### config.mk
export PLATFORM = sky130hd
export DESIGN_NAME = w_reg_param
export DESIGN_NICKNAME = d
export VERILOG_FILES = /design/src/rtl/w_reg_param.sv
export SDC_FILE = /design/constraint.sdc
export NUM_CORES = 1
export LEC_CHECK = 0
export ABC_CLOCK_PERIOD_IN_PS = 7200
export BUFFER_PORTS_ARGS = -buffer_cell sky130_fd_sc_hd__buf_2
export CAP_MARGIN = 25
export CORE_AREA = 8 8 135 137
export CTS_CLUSTER_DIAMETER = 100
export CTS_CLUSTER_SIZE = 16
export DETAILED_ROUTE_END_ITERATION = 12
export DIE_AREA = 0 0 143 145
export PLACE_DENSITY = 0.77
export SETUP_SLACK_MARGIN = 0.15
export SKIP_CTS_REPAIR_TIMING = 1
export SYNTH_ARGS = -nofsm -noshare
export SYNTH_HDL_FRONTEND = slang
export SYNTH_SLANG_ARGS = --single-unit
export TNS_END_PERCENT = 50
### constraint.sdc
create_clock -name clk -period 7.2 [get_ports clk]
set_clock_uncertainty 0.1 [all_clocks]
set_input_delay 1.44 -clock clk [delete_from_list [all_inputs] [get_ports clk]]
set_output_delay 1.44 -clock clk [all_outputs]
set_load 0.01 [all_outputs]
### src/rtl/w_reg_param.sv
// rtl/w_reg_param.sv - Y86-64 memory/write-back pipeline register with bubble, valid, stall watchdog (optional perf counters: WREG_PERF_CNT_EN)
module w_reg_param #(
    parameter int                 DATA_W      = 64,
    parameter int                 STAT_W      = 4,
    parameter int                 ICODE_W     = 4,
    parameter int                 REG_W       = 4,
    parameter logic [STAT_W-1:0]  BUB_STAT    = 4'h1,
    parameter logic [ICODE_W-1:0] BUB_ICODE   = 4'h1,
    parameter logic [REG_W-1:0]   RNONE       = 4'hF,
    parameter int                 STALL_LIMIT = 16,
    parameter int                 CNT_W       = 32
) (
    input  logic               clk,
    input  logic               rst,
    input  logic               W_stall,
    input  logic               W_bubble,
    input  logic [STAT_W-1:0]  m_stat,
    input  logic [ICODE_W-1:0] m_icode,
    input  logic [DATA_W-1:0]  m_valE,
    input  logic [DATA_W-1:0]  m_valM,
    input  logic [REG_W-1:0]   m_dstE,
    input  logic [REG_W-1:0]   m_dstM,
    output logic [STAT_W-1:0]  W_stat,
    output logic [ICODE_W-1:0] W_icode,
    output logic [DATA_W-1:0]  W_valE,
    output logic [DATA_W-1:0]  W_valM,
    output logic [REG_W-1:0]   W_dstE,
    output logic [REG_W-1:0]   W_dstM,
    output logic               W_valid,
    output logic               W_stall_tmo,
    output logic               W_ctl_err,
    output logic [CNT_W-1:0]   W_stall_cnt,
    output logic [CNT_W-1:0]   W_bubble_cnt
);

    // Run counter only needs to reach STALL_LIMIT, where it saturates.
    localparam int RUN_W = $clog2(STALL_LIMIT + 1);
    localparam logic [RUN_W-1:0] RUN_MAX  = RUN_W'(STALL_LIMIT);
    localparam logic [RUN_W-1:0] RUN_TRIP = RUN_W'(STALL_LIMIT - 1);

    logic [STAT_W-1:0]  stat_q,  stat_d;
    logic [ICODE_W-1:0] icode_q, icode_d;
    logic [DATA_W-1:0]  vale_q,  vale_d;
    logic [DATA_W-1:0]  valm_q,  valm_d;
    logic [REG_W-1:0]   dste_q,  dste_d;
    logic [REG_W-1:0]   dstm_q,  dstm_d;
    logic               valid_q, valid_d;
    logic               tmo_q,   tmo_d;
    logic               err_q,   err_d;
    logic [RUN_W-1:0]   run_q,   run_d;

    // Next state: stall holds (and feeds the watchdog), bubble loads a NOP, otherwise load.
    always_comb begin
        stat_d  = stat_q;
        icode_d = icode_q;
        vale_d  = vale_q;
        valm_d  = valm_q;
        dste_d  = dste_q;
        dstm_d  = dstm_q;
        valid_d = valid_q;
        tmo_d   = tmo_q;
        err_d   = err_q;
        run_d   = run_q;
        if (W_stall) begin
            if (run_q != RUN_MAX) begin
                run_d = run_q + 1'b1;
            end
            // Flag on the same edge the run count reaches the limit.
            if (run_q >= RUN_TRIP) begin
                tmo_d = 1'b1;
            end
            if (W_bubble) begin
                err_d = 1'b1;
            end
        end else begin
            run_d = '0;
            if (W_bubble) begin
                stat_d  = BUB_STAT;
                icode_d = BUB_ICODE;
                vale_d  = '0;
                valm_d  = '0;
                dste_d  = RNONE;
                dstm_d  = RNONE;
                valid_d = 1'b0;
            end else begin
                stat_d  = m_stat;
                icode_d = m_icode;
                vale_d  = m_valE;
                valm_d  = m_valM;
                dste_d  = m_dstE;
                dstm_d  = m_dstM;
                valid_d = 1'b1;
            end
        end
    end

    // Pipeline and flag registers; reset loads the bubble image.
    always_ff @(posedge clk or posedge rst) begin
        if (rst) begin
            stat_q  <= BUB_STAT;
            icode_q <= BUB_ICODE;
            vale_q  <= '0;
            valm_q  <= '0;
            dste_q  <= RNONE;
            dstm_q  <= RNONE;
            valid_q <= 1'b0;
            tmo_q   <= 1'b0;
            err_q   <= 1'b0;
            run_q   <= '0;
        end else begin
            stat_q  <= stat_d;
            icode_q <= icode_d;
            vale_q  <= vale_d;
            valm_q  <= valm_d;
            dste_q  <= dste_d;
            dstm_q  <= dstm_d;
            valid_q <= valid_d;
            tmo_q   <= tmo_d;
            err_q   <= err_d;
            run_q   <= run_d;
        end
    end

    assign W_stat      = stat_q;
    assign W_icode     = icode_q;
    assign W_valE      = vale_q;
    assign W_valM      = valm_q;
    assign W_dstE      = dste_q;
    assign W_dstM      = dstm_q;
    assign W_valid     = valid_q;
    assign W_stall_tmo = tmo_q;
    assign W_ctl_err   = err_q;

`ifdef WREG_PERF_CNT_EN
    logic [CNT_W-1:0] stall_cnt_q,  stall_cnt_d;
    logic [CNT_W-1:0] bubble_cnt_q, bubble_cnt_d;

    // Stall edges count even when bubble is also high; bubbles count only when accepted.
    always_comb begin
        stall_cnt_d  = stall_cnt_q;
        bubble_cnt_d = bubble_cnt_q;
        if (W_stall) begin
            stall_cnt_d = stall_cnt_q + 1'b1;
        end else if (W_bubble) begin
            bubble_cnt_d = bubble_cnt_q + 1'b1;
        end
    end

    // Free-running wrap-around performance counters.
    always_ff @(posedge clk or posedge rst) begin
        if (rst) begin
            stall_cnt_q  <= '0;
            bubble_cnt_q <= '0;
        end else begin
            stall_cnt_q  <= stall_cnt_d;
            bubble_cnt_q <= bubble_cnt_d;
        end
    end

    assign W_stall_cnt  = stall_cnt_q;
    assign W_bubble_cnt = bubble_cnt_q;
`else
    assign W_stall_cnt  = '0;
    assign W_bubble_cnt = '0;
`endif

endmodule
Yosys cells after proc, flatten, opt, wreduce, memory -nomap -nowiden:

Index checks and enable logic that the tools add are counted.

* register bits: 152
* input bits: 148
* output and inout port bits: 211

* reduce and logical (&&, ||, !) cells: 2
* add/sub/neg operators: 1
* multiplexer cells: 9
* magnitude comparators: 1
* equal/unequal tests: 2

Operator list (count)
* $mux W64: 2
* $mux W4: 4
* $mux W5: 2
* $add A5 B1 Y5 const B: 1
* $ge A5 B4 Y1 const B: 1
* $ne A5 B5 Y1 const B: 1
* $reduce_and A2 Y1: 2
* $ne A2 B1 Y1 const B: 1
* $mux W1: 1

Depth between registers and ports, before layout:

* word-level depth: 3
* gate-level depth with buffers: 5
* mapped depth without buffers: 5

Worst setup path before layout:

Ideal clock, no wire load.

* path kind: input-to-reg
* start: in W_stall
* end: reg valm_q[22], in the netlist W_valM[22]
* cell stages on the path: 5
* path slack: 4.864 ns
* arrival time: 2.115 ns
* buffers on the path: 3
* setup time: 0.121 ns
* cells stage by stage: buf_2 > nor2_4 > buf_4 > buf_4 > a22o_1

RTL lines
* start: declaration: RTL line 15 `input logic W_stall,`
* end signal: assignment: RTL line 114 `valm_q <= valm_d;`
* end: declaration: RTL line 44 `logic [DATA_W-1:0] valm_q, valm_d;`

Worst setup path after layout:

* start: in W_stall
* end: reg vale_q[17], in the netlist W_valE[17]

RTL lines
* end signal: assignment: RTL line 113 `vale_q <= vale_d;`
* end: declaration: RTL line 43 `logic [DATA_W-1:0] vale_q, vale_d;`

No word-level cell between the ends.

==> run summary <==
The flow ran to the end, and the final reports show no timing, DRC or antenna violations. In the layout the commonest cells are 293 x buf_2, 142 x dfrtp_1, 133 x a22o_1. Setup repair after global routing left no endpoint under its margin. The proportion of layout cells with a drive suffix above 1 was 0.462. Using the TritonRoute via totals, the vias-per-cell ratio works out to 4.61. Post-detailed-placement half-perimeter wirelength: 12100 um. The violation count after the first detailed-route iteration is 283, and the register clock-pin slew on the reported worst setup and hold paths is 0.06 ns. In this run the worst hold path is classified as flip-flop to flip-flop. For the via count of the first global-routing pass, the log shows 4785. The congestion estimate from routability-driven global placement came to 0.792.

The total overflow left after global routing is 0. For the number of nets in the final layout, the log shows 880. VDD sags by at most 0.148 mV.

Setup violations remaining at the end of the flow were counted as 0. For the pin with the worst max-slew slack, the measured transition is 0.901 ns. Across the run, the number of max-cap violations was 0. The tools report the endpoint class of the critical path as a flip-flop. The routed design has 16700 um of wire. The run gives 4 as the maximum level of the CTS H-tree. In this run the tool buffered the top-level ports with 294 buffer cells. The first detailed-routing pass took 4 iterations. STA classifies the critical path startpoint as a primary input. The cell sitting at the root of the clock tree is a clkbuf_16. After synthesis, the cell types taking the most area are dfrtp_1 59%, a22o_1 19%, buf_4 8.9%. The die is 143 um wide.

The tools report the detailed-route DRC error count as 0. The post-detailed-route wirelength per cell works out to 17.3 um. The number of instances in the synthesized netlist is 447, and the die height is 145 um.

The floorplan step defined a die boundary enclosing 20700 um^2. The total CTS buffers was 17; the count of unique library cells instantiated by Yosys was 25. The final count of hold timing violations is 0, and the initial antenna violation count is 1.

The register area share after synthesis was 0.636; the count of boundary I/O pins was 359. Summing every instance area after synthesis gives 6000 um^2. The class of the most critical setup path is primary input to flip-flop.

The run gives 0.400 as the worst slew margin relative to its limit. The initial cell density of the core was 0.371; the average size of a mapped cell was 13.4 um^2. In this run the cell area measured after placement is 7360 um^2.

The completed layout was analyzed and its total power is 2.13 mW. Most area-hungry cell type in the Yosys netlist: dfrtp_1. Counting flops and latches in the post-synthesis netlist gives 152.

The final clock period utilization by the worst path is 0.412. In this run the worst path has a maximum fanout of 86. The leakage power was 4.41 nW; the number of routed nets with antenna violations was 0. The logs give 25600 um for the wire length of the first global-routing pass and 0 for the total count of max-transition violations in the final report.

Counting the fill cells in the layout gives 1439. The final instance area is 7960 um^2. Counting every sink on the clock net gives 152.

The layout overhead on the synthesized area is 32.5%. The share of the synthesized area in the top cell type came out at 0.592. The clock period could shrink to 2.97 ns. The most common cell after layout, fill and taps aside is buf_2. In the final timing run, aggregate negative setup slack is 0 ns.

For the total number of vias, the log shows 4444. Row generation in the floorplan step produced 47 rows. The insertion delay to the later sink of the worst-skew pair was 0.41 ns. For this run, the number of Yosys warnings is 0. The combined global-route utilization of all metal layers is 0.156.

The pin count of the biggest net entering global routing was 87; the worst path arrival time was 3.21 ns. The floorplan step defined a core boundary enclosing 16200 um^2. For this design the ratio of total power to cell area is 267 nW/um^2. TritonCTS built the clock tree. The timing-limited maximum frequency was 337 MHz; the deepest clock path buffer count was 2. The data required time at the worst endpoint was 7.44 ns.
[report_power, final]
group          switching [mW]  internal (mW)
clock network           0.372          0.519
logic                   0.154          0.122
registers              0.0365          0.923
total                   0.563           1.56
[critical path, cell delays in order]
cell,delay (ns)
buf_4,0.62
buf_4,0.78
a22o_1,0.28
[flip-flops by register name, indices dropped and copies added (netlist names)]
register     flops
W_valE          64
W_valM          64
run_q            5
W_dstE           4
W_dstM           4
W_icode          4
W_stat           4
W_ctl_err        1
W_stall_tmo      1
W_valid          1
[routing by layer]
layer,part of all wire,routed length (um),track usage
met1,0.40,6650,0.181
met2,0.48,7980,0.257
met3,0.10,1750,0.0577
met4,0.017,284,0.0601
met5,0.00078,13,0
[logic make-up after synthesis]
kind of cell	synth area share
other	0.000625
muxes	0.00500
xor gates and xnor gates	0.00146
and+or+nand+nor	0.0300
buffers and inverters	0.113
DFF	0.636
adders and majority gates	0.00625
AOI/OAI and AO/OA	0.208
[per-stage QoR]
stage / std cells / utilization / hold slack (ns) / setup WS (ns)
after global routing: 962 / 0.492 / 0.379 / 4.13
after floorplan: 510 / - / 0.392 / 1.58
after global placement: 930 / 0.455 / 0.336 / 3.85
after detailed placement: 930 / 0.455 / 0.343 / 3.83
final: 963 / 0.492 / 0.349 / 4.23
after CTS: 962 / 0.492 / 0.357 / 4.26
[synth_stat cells, drive strengths merged]
cell type    n
xor2         1
clkbuf       3
dfrtp      142
buf         95
nand4        1
nand3        1
dfstp       10
mux2i        3
and3         2
nor3         1
o21ai       11
inv          4
nor2        12
and4bb       1
a22o       133
a21oi        1
conb         1
a21o         2
a21boi       1
ha           3
nand2b       3
nand4bb      1
nand2       15
[cell type report]
type	instances	area [um^2]	share of cell area
well taps	220	275	0.0346
clock inverters	15	169	0.0212
inverters	4	20.0	0.00252
multi-input cells	256	1740	0.219
diodes	1	2.50	0.000315
flip-flops and latches	152	3820	0.480
repair buffers	298	1500	0.189
clock buffers	17	425	0.0535
[final timing paths]
kind / startpoint / end / slack [ns] / cells after the start
worst min register to register: W_ctl_err / W_ctl_err / 0.35 / 1
max in group asynchronous: rst / W_valE[45] / 4.58 / 3
worst min-delay path: W_ctl_err / W_ctl_err / 0.35 / 1
worst max-delay path: W_stall / W_valE[17] / 4.23 / 3
min in group asynchronous: rst / W_valE[12] / 1.03 / 2
worst max register to register: run_q[0] / W_stall_tmo / 5.72 / 5
Power figures use the tool's default switching activity.
